==> config.mk <==
export PLATFORM = sky130hd
export DESIGN_NAME = ctrl_blk_param
export DESIGN_NICKNAME = d
export VERILOG_FILES = /design/src/rtl/ctrl_blk_param.sv
export SDC_FILE = /design/constraint.sdc
export NUM_CORES = 1
export LEC_CHECK = 0
export CAP_MARGIN = 0
export CORE_UTILIZATION = 50
export CTS_BUF_LIST = sky130_fd_sc_hd__clkbuf_8
export CTS_CLUSTER_SIZE = 14
export DETAILED_ROUTE_END_ITERATION = 6
export GPL_TIMING_DRIVEN = 0
export HOLD_SLACK_MARGIN = 0.12
export PLACE_DENSITY = 0.78
export REMOVE_ABC_BUFFERS = 1
export SLEW_MARGIN = 10
export SYNTH_ARGS = -nofsm -noshare
export SYNTH_HDL_FRONTEND = slang
export SYNTH_SLANG_ARGS = --single-unit
export TNS_END_PERCENT = 5
==> constraint.sdc <==
create_clock -name clk_50 -period 1.7 [get_ports clk_50]
set_input_delay 0.34 -clock clk_50 [delete_from_list [all_inputs] [get_ports clk_50]]
set_output_delay 0.34 -clock clk_50 [all_outputs]
set_load 0.05 [all_outputs]
==> src/rtl/ctrl_blk_param.sv <==
// ctrl_blk_param: serial word framer plus header/payload packet FSM driving a FIFO write port.
// Defining CTRL_BLK_CHECKSUM_EN adds a trailing checksum word after the payload.
module ctrl_blk_param #(
  parameter int                DATA_W        = 8,
  parameter logic [DATA_W-1:0] HDR_TEMP      = 8'hA5,
  parameter logic [DATA_W-1:0] HDR_CHECK     = 8'hC3,
  parameter int                PAYLOAD_BYTES = 4,
  parameter bit                MSB_FIRST     = 1'b1
) (
  input  logic              clk_50,
  input  logic              reset,
  input  logic              serial_data,
  input  logic              data_ena,
  input  logic              fifo_full,
  output logic              wr_fifo,
  output logic [DATA_W-1:0] fifo_data,
  output logic              byte_assembled,
  output logic [1:0]        pkt_type,
  output logic              pkt_done,
  output logic              frame_err,
  output logic              ovf_err,
  output logic              chk_err
);
  localparam int CW = $clog2(DATA_W + 2);

  typedef enum logic [1:0] {HEADER, PAYLOAD, CHECKSUM} state_t;

  state_t            state, state_nx;
  logic [DATA_W-1:0] shreg;
  logic [CW-1:0]     bit_cnt;
  logic              ena_d, fall, good, last;
  logic [7:0]        byte_cnt, byte_cnt_nx;
  logic              wr_nx, ba_nx, done_nx, ferr_nx, ovf_nx;
  logic [1:0]        type_nx;
  logic [DATA_W-1:0] data_nx;
`ifdef CTRL_BLK_CHECKSUM_EN
  logic [DATA_W-1:0] sum, sum_nx;
  logic              chk_nx;
`endif

  // a word ends on the first idle sample after data_ena was high
  assign fall = ~data_ena & ena_d;
  assign good = fall && (bit_cnt == CW'(DATA_W));
  assign last = (byte_cnt == 8'(PAYLOAD_BYTES - 1));

  always_ff @(posedge clk_50) begin
    if (reset) begin
      state          <= HEADER;
      shreg          <= '0;
      bit_cnt        <= '0;
      ena_d          <= 1'b0;
      byte_cnt       <= '0;
      wr_fifo        <= 1'b0;
      fifo_data      <= '0;
      byte_assembled <= 1'b0;
      pkt_type       <= 2'b00;
      pkt_done       <= 1'b0;
      frame_err      <= 1'b0;
      ovf_err        <= 1'b0;
    end else begin
      state <= state_nx;
      ena_d <= data_ena;
      if (data_ena) begin
        if (MSB_FIRST) shreg <= {shreg[DATA_W-2:0], serial_data};
        else           shreg <= {serial_data, shreg[DATA_W-1:1]};
      end
      if (fall)
        bit_cnt <= '0;
      else if (data_ena && bit_cnt != CW'(DATA_W + 1))
        bit_cnt <= bit_cnt + 1'b1;
      byte_cnt       <= byte_cnt_nx;
      wr_fifo        <= wr_nx;
      fifo_data      <= data_nx;
      byte_assembled <= ba_nx;
      pkt_type       <= type_nx;
      pkt_done       <= done_nx;
      frame_err      <= ferr_nx;
      ovf_err        <= ovf_nx;
    end
  end

  always_comb begin
    state_nx = state;
    if (fall) begin
      if (!good) state_nx = HEADER;
      else begin
        case (state)
          HEADER:   if (shreg == HDR_TEMP || shreg == HDR_CHECK) state_nx = PAYLOAD;
`ifdef CTRL_BLK_CHECKSUM_EN
          PAYLOAD:  if (last) state_nx = CHECKSUM;
`else
          PAYLOAD:  if (last) state_nx = HEADER;
`endif
          CHECKSUM: state_nx = HEADER;
          default:  state_nx = HEADER;
        endcase
      end
    end
  end

  always_comb begin
    wr_nx       = 1'b0;
    ba_nx       = 1'b0;
    done_nx     = 1'b0;
    ferr_nx     = 1'b0;
    data_nx     = fifo_data;
    type_nx     = pkt_type;
    ovf_nx      = ovf_err;
    byte_cnt_nx = byte_cnt;
`ifdef CTRL_BLK_CHECKSUM_EN
    sum_nx = sum;
    chk_nx = 1'b0;
`endif
    if (fall) begin
      if (!good) begin
        ferr_nx     = 1'b0 | 1'b1;
        byte_cnt_nx = '0;
      end else begin
        ba_nx = 1'b1;
        case (state)
          HEADER: begin
            if (shreg == HDR_TEMP)       type_nx = 2'b01;
            else if (shreg == HDR_CHECK) type_nx = 2'b10;
            else                         type_nx = 2'b00;
            byte_cnt_nx = '0;
`ifdef CTRL_BLK_CHECKSUM_EN
            sum_nx = shreg;
`endif
          end
          PAYLOAD: begin
            // dropped words still count toward the packet length
            if (!fifo_full) begin
              wr_nx   = 1'b1;
              data_nx = shreg;
            end else begin
              ovf_nx = 1'b1;
            end
            byte_cnt_nx = last ? '0 : byte_cnt + 8'd1;
`ifdef CTRL_BLK_CHECKSUM_EN
            sum_nx = sum + shreg;
`else
            done_nx = last;
`endif
          end
          CHECKSUM: begin
`ifdef CTRL_BLK_CHECKSUM_EN
            done_nx = 1'b1;
            chk_nx  = (shreg != sum);
`endif
          end
          default: ;
        endcase
      end
    end
  end

`ifdef CTRL_BLK_CHECKSUM_EN
  always_ff @(posedge clk_50) begin
    if (reset) begin
      sum     <= '0;
      chk_err <= 1'b0;
    end else begin
      sum     <= sum_nx;
      chk_err <= chk_nx;
    end
  end
`else
  assign chk_err = 1'b0;
`endif

endmodule

# Word-level counts from Yosys, hierarchy flattened
# Cells that the tools add are included.
# word_totals
elab_cells	53
ff_bits	38
in_bits	5
output_inout_bits	16
# op_classes
reduce_logical	12
bitwise	6
mux	12
addsub	2
eq_ne	9
# op_table
cell	n
8-bit == test (second input constant)	2
8-bit 2-to-1 mux	2
8-bit one-hot mux with 2 select lines	1
2-bit 2-to-1 mux	5
8-bit by 1-bit adder with 8-bit output (second input constant)	1
8-bit by 2-bit == test with 1-bit output (second input constant)	1
4-bit AND reduction	2
3-bit inequality test (second input constant)	2
3-bit AND reduction	2
1-bit NOT	5
4-bit by 1-bit adder with 4-bit output (second input constant)	1
4-bit == test (second input constant)	1
4-bit inequality test (second input constant)	1
2-bit one-hot mux with 2 select lines	1
2-bit OR reduction	2
4-bit OR reduction	1
1-bit 2-to-1 mux	3
3-bit by 1-bit inequality test with 1-bit output (second input constant)	1
2-bit by 1-bit == test with 1-bit output (second input constant)	1
1-bit logical AND	2
2-bit zero test	1
2-bit AND reduction	1
1-bit bitwise AND	1
1-bit logical OR	1

# Longest topological paths before layout
# Gate-level depths: netlist of the first run.
# depth
ltp_word	5
mapped_depth	6
ltp_nobuf	6

# Least setup slack after synthesis of the first run
# No wires, ideal clock.
# synth_timing
path_kind	reg2reg
startpoint	reg bit_cnt[0]
endpoint	reg fifo_data[0]
slack_ps	136
path_stages_with_launch	7
required_time_ps	1572
setup_ps	128
n_path_buf	0
arrival_time_ps	1436
synth_period_minus_slack_ps	1564
cell_sequence	dfxtp_1 inv_1 ha_1 nand4b_4 nor3_4 mux2i_1 nor2_1
# synth_between
elab_chain_cells	3
# synth_lines
element	line_no	text
start: declaration	30	logic [CW-1:0] bit_cnt;
start signal: assignment	70	bit_cnt <= bit_cnt + 1'b1;
4-bit == test	43	assign good = fall && (bit_cnt == CW'(DATA_W));
1-bit logical AND	43	
4-bit AND reduction (no line)	--	
end signal: assignment	73	fifo_data <= data_nx;
end: declaration	16	output logic [DATA_W-1:0] fifo_data,
# Every way passes these cells.
# A chain may end at the register's enable or synchronous reset.

# Final worst setup path of the first run
# layout_timing
startpoint	reg byte_cnt[0]
endpoint	reg byte_cnt[3]
# layout_between
elab_chain_cells	4
word_cells_on_any_way	5
classes_between	add/sub: 1; eq/ne: 1; mux: 3
# layout_lines
element	line_no	text
start: declaration	32	logic [7:0] byte_cnt, byte_cnt_nx;
start signal: assignment	71	byte_cnt <= byte_cnt_nx;
8-bit by 1-bit adder with 8-bit output / 8-bit by 2-bit == test with 1-bit output (equally long branches)	138, 44	
8-bit 2-to-1 mux *	138	byte_cnt_nx = last ? '0 : byte_cnt + 8'd1;
8-bit one-hot mux with 2 select lines *	120	case (state)
8-bit 2-to-1 mux *	115	if (!good) begin
# Mark *: on every way between the ends. The rest lies on a longest branch, timed or not.

==> results of run 1 <==
==> power by group through the flow <==
stage               combinational (mW)  clock [mW]  sequential (mW)
floorplan                       0.0470           0            0.909
global placement                0.0837           0            0.909
detailed placement              0.0896           0            0.910
CTS                             0.0900       0.590            0.890
global route                     0.105       0.622            0.892
finish                          0.0958       0.577            0.891
==> cell type report <==
cell class / instances / area share
clock buffers: 5 / 0.0372
clock inverters: 3 / 0.00812
inverters: 3 / 0.00609
multi-input cells: 108 / 0.421
flip-flops and latches: 37 / 0.401
well taps: 31 / 0.0210
repair buffers: 21 / 0.106
==> logic make-up (layout without fill, tap and decap cells) <==
logic type,count (synthesis),count (layout)
AND/OR/NAND/NOR,69,69
flip-flops,37,37
buffers and inverters,11,32
adder cells (fa/ha/maj),4,4
XOR/XNOR,10,10
AO/OA/AOI/OAI,7,7
other,1,1
multiplexers,17,17
==> routing by layer <==
metal | global-route usage | wire length [um] | up-vias
met2 | 0.360 | 1530 | 23
li1 | - | - | 579
met1 | 0.210 | 1220 | 557
met4 | 0.115 | 61 | 0
met5 | 0 | 0 | -
met3 | 0.0703 | 149 | 6
==> sequential cells by signal, indices dropped and copies added (netlist names) <==
register        flops
bit_cnt             4
byte_assembled      1
byte_cnt            8
ena_d               1
fifo_data           8
frame_err           1
ovf_err             1
pkt_done            1
pkt_type            2
shreg               8
state               1
wr_fifo             1
==> critical path: cells and delay by family, from the launching register on <==
family	cells	cell delay [ps]
simple gates	3	500
compound gates	1	260
fa+ha+maj	1	240
flops	1	420
==> cells in the mapped netlist, types with 3 or more instances <==
master | n | area (sq um)
dfxtp_1 | 37 | 741
xnor2_1 | 3 | 26.3
nor2_1 | 21 | 78.8
nand3_1 | 4 | 20.0
clkbuf_1 | 3 | 11.3
inv_1 | 3 | 11.3
nand2_1 | 7 | 26.3
a21oi_1 | 5 | 25.0
nor3_1 | 14 | 70.1
nand4_1 | 5 | 31.3
mux2i_1 | 17 | 170
xor2_1 | 7 | 61.3
ha_1 | 4 | 50.1
==> what timing repair did <==
item,in CTS,in global routing
hold buffers,0,0
pin swaps,1,3
setup buffers,1,1
endpoints found under the setup margin,41,16
resized for setup,22,5
==> worst paths after layout <==
kind                            slack (ps)          end  cells after the start
worst min-delay path                   470  pkt_type[0]                      2
worst max register to register         160  byte_cnt[3]                      5
worst max-delay path                   160  byte_cnt[3]                      5
worst min register to register         470  pkt_type[0]                      2
==> impl_metrics.tcl, run 1 <==
set metrics [dict create \
    outcome "completed" \
    ys_types 33 \
    start_kind "flip-flop" \
    routedWlPerCell_um 14.2 \
    synth-xor-area-share 0.0571 \
    area_delta_synth_final_pct 20.6 \
    final_cell_mix "dfxtp_1, nor2_1, mux2i_1" \
    synth_edf_count 0 \
    post-dp-hpwl_um 2070 \
    place_area_sq_mm 0.00172 \
    syn-mean-instance-area_sq_um 9.83 \
    setup_ws_ps 155 \
    grt_overflow 0 \
    ant_nets 0 \
    drcViolationCount 0 \
    die-area_sq_mm 0.00329 \
    intPower_mw 1.19 \
    end_kind "flip-flop" \
    synthesis.area_sq_mm 0.00153 \
    fin_util 0.653 \
    drive_above_1_share 0.119 \
    ys_seq_area_frac 0.483 \
    combPwrFrac 0.061 \
    net-switching-power_mw 0.369 \
    antenna_cells 0 \
    hold_ws_ps 465 \
    vias 1165 \
    nets 185 \
    rows 19 \
    sw_frac_of_total 0.236 \
    slew_headroom 0.574 \
    grt_max_degree 38 \
    nFillCells 230 \
    clkLatencyLatePin_ps 290 \
    cts_num_sinks 37 \
    critPathMaxFanout 7 \
    die_w_um 57.4 \
    grt_usage 0.204 \
    io_pins 21 \
    finalWirelength_um 2960 \
    muxShareOfSynthArea 0.111 \
    synth_top_family_by_area "simple AND/OR/NAND/NOR gates" \
    portBuffers 19 \
    grt_pass1_vias 1192 \
    pwr-share-clk 0.369 \
    seqCellArea_sq_um 741 \
    report.final.setup_viol 0 \
    seq_power_share 0.570 \
    die_y_um 57.4 \
    path_class "flip-flop to flip-flop" \
    yosys_most_used_dff "dfxtp_1" \
    initial_utilization 0.542 \
    viasPerCell 5.60 \
    worstPathRequired_ps 1850 \
    final.setup_skew_ps 5.84 \
    cts_max_level 2 \
    crit_start "byte_cnt[0]" \
    stdcell_count 208 \
    cts_tree "yes" \
    synth.ff_latch_count 37 \
    cts_root_buffer "clkbuf_8" \
    setup_tns_ps 0 \
    min-delay-start "pkt_type[0]" \
    final_common_cell "dfxtp_1" \
    arrival_ps 1690 \
    grt_first_pass_wirelength_um 5030 \
    gp_congestion 0.738 \
    first_iter_violations 28 \
    cts.path.max_buffers 2 \
    hp-class "flip-flop to flip-flop" \
    yosys_warnings 0 \
    r2r-start "byte_cnt[0]" \
    crit_path_max_incr_delay_ps 420 \
    cap_violations 0 \
    path_cells "ha_1, nor4b_2, nand2_1, a21oi_4, nor3_1" \
    place_ws_ps -833 \
    worst_pin_slew_ps 638 \
    synth_compound_area_frac 0.0278 \
    hold_violations 0 \
    synthAdderAreaFrac 0.0327 \
    power_mw 1.56 \
    power.density_mw_per_mm2 846 \
    core_sq_mm 0.00283 \
    fin_crit_sh 0.909 \
    syn-instance-count 156 \
    antenna_found_initial 0 \
    p_leak_nw 0.759 \
    drtPass1Iterations 4 \
    cp_slowest_cell "dfxtp_1" \
    clkSlewWorstSetupHoldPaths_ps 70 \
    clock.fmax_mhz 647 \
    rsz0062_at_grt "false" \
    vdd_drop_max_mv 0.649 \
    drv_slew 0 \
    fin_crit_ps 1540 \
    synthSimpleGateAreaFrac 0.254 \
    design_area_sq_mm 0.00185 \
    async_reset_ff_frac 0 \
    multi_input_area_sq_um 778 \
    cts_buffers 5 \
    dpl.cell_count 198 \
]
Power figures use the tool's default switching activity.
==> run 2: changes to the inputs <==
--- a/config.mk
+++ b/config.mk
@@ -8,14 +8,13 @@
 export CAP_MARGIN = 0
 export CORE_UTILIZATION = 50
 export CTS_BUF_LIST = sky130_fd_sc_hd__clkbuf_8
+export CTS_CLUSTER_DIAMETER = 40
 export CTS_CLUSTER_SIZE = 14
 export DETAILED_ROUTE_END_ITERATION = 6
 export GPL_TIMING_DRIVEN = 0
 export HOLD_SLACK_MARGIN = 0.12
 export PLACE_DENSITY = 0.78
 export REMOVE_ABC_BUFFERS = 1
-export SLEW_MARGIN = 10
 export SYNTH_ARGS = -nofsm -noshare
 export SYNTH_HDL_FRONTEND = slang
 export SYNTH_SLANG_ARGS = --single-unit
-export TNS_END_PERCENT = 5
==> run 2 against run 1 <==
Clock power about the same. Critical path depth unchanged. Worst setup slack got worse by 29 ps. Die area unchanged. Combinational power about the same. Critical path type unchanged. Largest cell class unchanged.
==> impl_metrics.tcl, run 2 (synthesis results as in run 1) <==
set metrics [dict create \
    ant_nets 0 \
    viasPerCell 5.60 \
    power_mw 1.56 \
    cts_max_level 2 \
    grt_overflow 0 \
    cts_tree "yes" \
    cap_violations 0 \
    post-dp-hpwl_um 2070 \
    antenna_found_initial 0 \
    clock.fmax_mhz 636 \
    largestRegisters "byte_cnt (8), fifo_data (8), shreg (8)" \
    grt_max_degree 38 \
    die-area_sq_mm 0.00329 \
    vdd_drop_max_mv 0.650 \
    report.final.setup_viol 0 \
    vias 1165 \
    nFillCells 230 \
    setup_tns_ps 0 \
    cts_buffers 5 \
    io_pins 21 \
    slew_headroom 0.159 \
    grt_pass1_vias 1192 \
    final_common_cell "dfxtp_1" \
    cts.path.max_buffers 2 \
    intPower_mw 1.19 \
    worst_pin_slew_ps 1260 \
    drcViolationCount 0 \
    clkLatencyLatePin_ps 290 \
    fin_crit_sh 0.926 \
    r2r_end "byte_cnt[3]" \
    portBuffers 19 \
    nets 185 \
    finalWirelength_um 2960 \
    fin_crit_ps 1570 \
    area_delta_synth_final_pct 20.8 \
    worstPathRequired_ps 1820 \
    pwr-share-clk 0.369 \
    antenna_cells 0 \
    start_kind "flip-flop" \
    path_class "flip-flop to flip-flop" \
    rsz0062_at_grt "false" \
    power.density_mw_per_mm2 844 \
    die_w_um 57.4 \
    hp-class "flip-flop to flip-flop" \
    cts_root_buffer "clkbuf_8" \
    net-switching-power_mw 0.370 \
    final_cell_mix "dfxtp_1, nor2_1, mux2i_1" \
    grt_first_pass_wirelength_um 5030 \
    grt_usage 0.204 \
    drtPass1Iterations 4 \
    r2r-start "byte_cnt[0]" \
    hold_buffers 0 \
    drive_above_1_share 0.113 \
    initial_utilization 0.542 \
    core_sq_mm 0.00283 \
    outcome "completed" \
    die_y_um 57.4 \
    gp_congestion 0.738 \
    clkSlewWorstSetupHoldPaths_ps 70 \
    drv_slew 0 \
    crit_start "byte_cnt[0]" \
    p_leak_nw 0.761 \
    seq_power_share 0.570 \
    routedWlPerCell_um 14.2 \
    end_kind "flip-flop" \
    final.setup_skew_ps 5.84 \
    hold_violations 0 \
    ff2ff_path_depth 5 \
    first_iter_violations 28 \
    rows 19 \
    cts_num_sinks 37 \
    r2r_setup_slack_ps 130 \
    combPwrFrac 0.061 \
    crit_end "byte_cnt[3]" \
    arrival_ps 1690 \
    sw_frac_of_total 0.236 \
    critPathMaxFanout 7 \
]
==> run 2: per-layer routing <==
layer  global-route usage  vias to the layer above  routed length, um
met3               0.0703                        6                149
met1                0.210                      557               1210
met5                    0                        -                  0
li1                     -                      579                  -
met2                0.360                       23               1540
met4                0.115                        0                 61
==> run 2: worst max-delay path, cell delays in order (launching register included) <==
cell	delay, ps
dfxtp_1	420
ha_1	240
nor4b_2	220
nand2_1	190
a21oi_4	260
nor3_1	90
==> run 2: per-stage QoR <==
stage / setup slack [ps] / instances / hold slack [ps] / utilization / instance area, sq um
2_1_floorplan: 148 / 148 / 409 / - / 1500
4_1_cts: 15.2 / 207 / 469 / 0.643 / 1820
5_1_grt: 7.32 / 208 / 489 / 0.655 / 1850
6_report: 126 / 208 / 465 / 0.655 / 1850
3_3_place_gp: -775 / 198 / 453 / 0.609 / 1720
3_5_place_dp: -833 / 198 / 461 / 0.609 / 1720
==> run 2: what timing repair did <==
action	4_1_cts	5_1_grt
gates resized for setup	22	5
setup buffers	1	1
pin swaps	1	3
endpoints found under the setup margin	41	16
==> run 2: power by group through the flow <==
stage / clock, mW / sequential (mW) / combinational (mW)
6_report: 0.577 / 0.891 / 0.0961
5_1_grt: 0.622 / 0.892 / 0.105
2_1_floorplan: 0 / 0.909 / 0.0470
4_1_cts: 0.590 / 0.890 / 0.0900
3_5_place_dp: 0 / 0.910 / 0.0896
3_3_place_gp: 0 / 0.909 / 0.0837
==> run 2: worst min-delay path by stage <==
| stage | from | end | slack, ps | cells past startpoint |
|---|---|---|---|---|
| global route | pkt_type[0] | pkt_type[0] | 490 | 2 |
| global placement | ovf_err | ovf_err | 450 | 2 |
| CTS | pkt_type[0] | pkt_type[0] | 470 | 2 |
| detailed placement | pkt_type[0] | pkt_type[0] | 460 | 2 |
| floorplan | reset | pkt_type[0] | 410 | 1 |
| finish | pkt_type[0] | pkt_type[0] | 470 | 2 |
==> run 2: final cells by class <==
type | count | area, sq um | share of cell area
clock buffer | 5 | 68.8 | 0.0372
clock inverter | 3 | 15.0 | 0.00811
inverter | 3 | 11.3 | 0.00608
multi-input combinational | 108 | 778 | 0.420
sequential | 37 | 741 | 0.400
tap | 31 | 38.8 | 0.0209
timing repair buffer | 21 | 199 | 0.107
==> run 3: changes to the inputs <==
--- a/config.mk
+++ b/config.mk
@@ -6,14 +6,14 @@
 export NUM_CORES = 1
 export LEC_CHECK = 0
 export CAP_MARGIN = 0
-export CORE_UTILIZATION = 50
+export CORE_UTILIZATION = 35
 export CTS_BUF_LIST = sky130_fd_sc_hd__clkbuf_8
 export CTS_CLUSTER_DIAMETER = 40
 export CTS_CLUSTER_SIZE = 14
 export DETAILED_ROUTE_END_ITERATION = 6
 export GPL_TIMING_DRIVEN = 0
 export HOLD_SLACK_MARGIN = 0.12
-export PLACE_DENSITY = 0.78
+export PLACE_DENSITY = 0.58
 export REMOVE_ABC_BUFFERS = 1
 export SYNTH_ARGS = -nofsm -noshare
 export SYNTH_HDL_FRONTEND = slang
==> run 3 against run 2 <==
Die area up 41%. Combinational power down 3.5%. Sequential share of layout area down 1.2 points. Sequential power about the same. Largest cell class unchanged. Critical path depth up 2. Global-route usage down 5.9 points. Register-to-register slack about the same. Power up 13%.
==> impl_metrics.tcl, run 3 (synthesis results as in run 1) <==
set metrics [dict create \
    outcome "completed" \
    power_mw 1.76 \
    largestRegisters "byte_cnt (8), fifo_data (8), shreg (8)" \
    cts_buffers 5 \
    hold_violations 0 \
    drive_above_1_share 0.124 \
    power.density_mw_per_mm2 922 \
    cts_root_buffer "clkbuf_8" \
    grt_overflow 0 \
    portBuffers 19 \
    area_delta_synth_final_pct 24.7 \
    final.setup_skew_ps 2.97 \
    nets 186 \
    maxUsedRoutingLayer "met4" \
    ant_nets 0 \
    fin_crit_sh 0.928 \
    p_leak_nw 0.781 \
    r2r_setup_slack_ps 120 \
    wl_met3_um 126 \
    post-dp-hpwl_um 1950 \
    cp_slowest_cell "dfxtp_1" \
    die_y_um 68.2 \
    setup_ws_ps 122 \
    drv_slew 0 \
    grt_max_degree 38 \
    m1WireLength_um 1280 \
    clock.fmax_mhz 634 \
    path_class "flip-flop to flip-flop" \
    rsz0062_at_grt "false" \
    cts_num_sinks 37 \
    end_kind "flip-flop" \
    die-area_sq_mm 0.00465 \
    vdd_drop_max_mv 0.527 \
    stdcell_count 228 \
    fin_util 0.464 \
    start_kind "flip-flop" \
    die_w_um 68.2 \
    antenna_found_initial 0 \
    drtPass1Iterations 4 \
    grt_pass1_vias 1053 \
    drcViolationCount 0 \
    clkSlewWorstSetupHoldPaths_ps 70 \
    route.met2.wl_um 1450 \
    finalWirelength_um 2890 \
    worstPathRequired_ps 1820 \
    grt_usage 0.145 \
    core_sq_mm 0.00412 \
    antenna_cells 0 \
    arrival_ps 1700 \
    rows 23 \
    crit_path_max_incr_delay_ps 340 \
    nFillCells 402 \
    hp-class "flip-flop to flip-flop" \
    path_cells "inv_1, ha_4, nand4b_4, nor3_4, buf_12, mux2i_1, nor2_1" \
    slew_headroom 0.123 \
    vias 1128 \
    cap_violations 0 \
    final_common_cell "dfxtp_1" \
    worst_pin_slew_ps 1320 \
    final_cell_mix "dfxtp_1, nor2_1, mux2i_1" \
    place_ws_ps -853 \
    cts_max_level 2 \
    fin_crit_ps 1580 \
    cts_tree "yes" \
    initial_utilization 0.372 \
    report.final.setup_viol 0 \
    grt_first_pass_wirelength_um 4890 \
    cts.path.max_buffers 2 \
    viasPerCell 4.95 \
    clkLatencyLatePin_ps 290 \
    first_iter_violations 43 \
    critPathMaxFanout 8 \
    io_pins 21 \
    routedWlPerCell_um 12.7 \
    gp_congestion 0.730 \
    dpl.cell_count 217 \
]
==> run 3: metrics by stage <==
| stage | hold slack [ps] | setup TNS, ps | instance area (sq um) |
|---|---|---|---|
| after floorplan | 409 | 0 | 1500 |
| after global placement | 456 | -19640 | 1750 |
| after detailed placement | 464 | -20740 | 1750 |
| after CTS | 469 | 0 | 1870 |
| after global routing | 486 | 0 | 1910 |
| final | 461 | 0 | 1910 |
==> run 3: path summary, 6_finish.rpt <==
kind	endpoint	depth (start not counted)	startpoint
worst max-delay path	fifo_data[0]	7	bit_cnt[1]
worst min-delay path	pkt_type[0]	2	pkt_type[0]
worst max register to register	fifo_data[0]	7	bit_cnt[1]
worst min register to register	pkt_type[0]	2	pkt_type[0]
==> run 3: repair_timing <==
action,4_1_cts,5_1_grt
pin swaps,1,3
hold buffers,0,0
gates resized for setup,20,7
setup endpoints to repair,44,14
setup buffers,1,2
==> run 3: critical path, delay by kind of cell (launching register included) <==
family	cells	cell delay [ps]
adder cells (fa/ha/maj)	1	160
flip-flops	1	340
AND/OR/NAND/NOR	3	460
buffers and inverters	2	270
multiplexers	1	180
==> run 3: final cells by class <==
class / instances / area [sq um] / area share
Clock buffer: 6 / 82.6 / 0.0432
Inverter: 3 / 11.3 / 0.00589
Timing Repair Buffer: 22 / 206 / 0.108
Sequential cell: 37 / 742 / 0.388
Clock inverter: 2 / 33.8 / 0.0177
Tap cell: 50 / 62.6 / 0.0327
Multi-Input combinational cell: 108 / 772 / 0.404
==> run 3: per-layer routing <==
metal / vias up / global-route usage
met5: - / 0
met4: 0 / 0.0625
met3: 4 / 0.0567
met2: 24 / 0.238
met1: 521 / 0.167
li1: 579 / -
==> run 3: where the power goes <==
part | switching, mW | leakage [nW] | internal (mW)
sequential | 0.0125 | 0.300 | 0.878
combinational | 0.0560 | 0.418 | 0.0367
clock | 0.306 | 0.0626 | 0.472
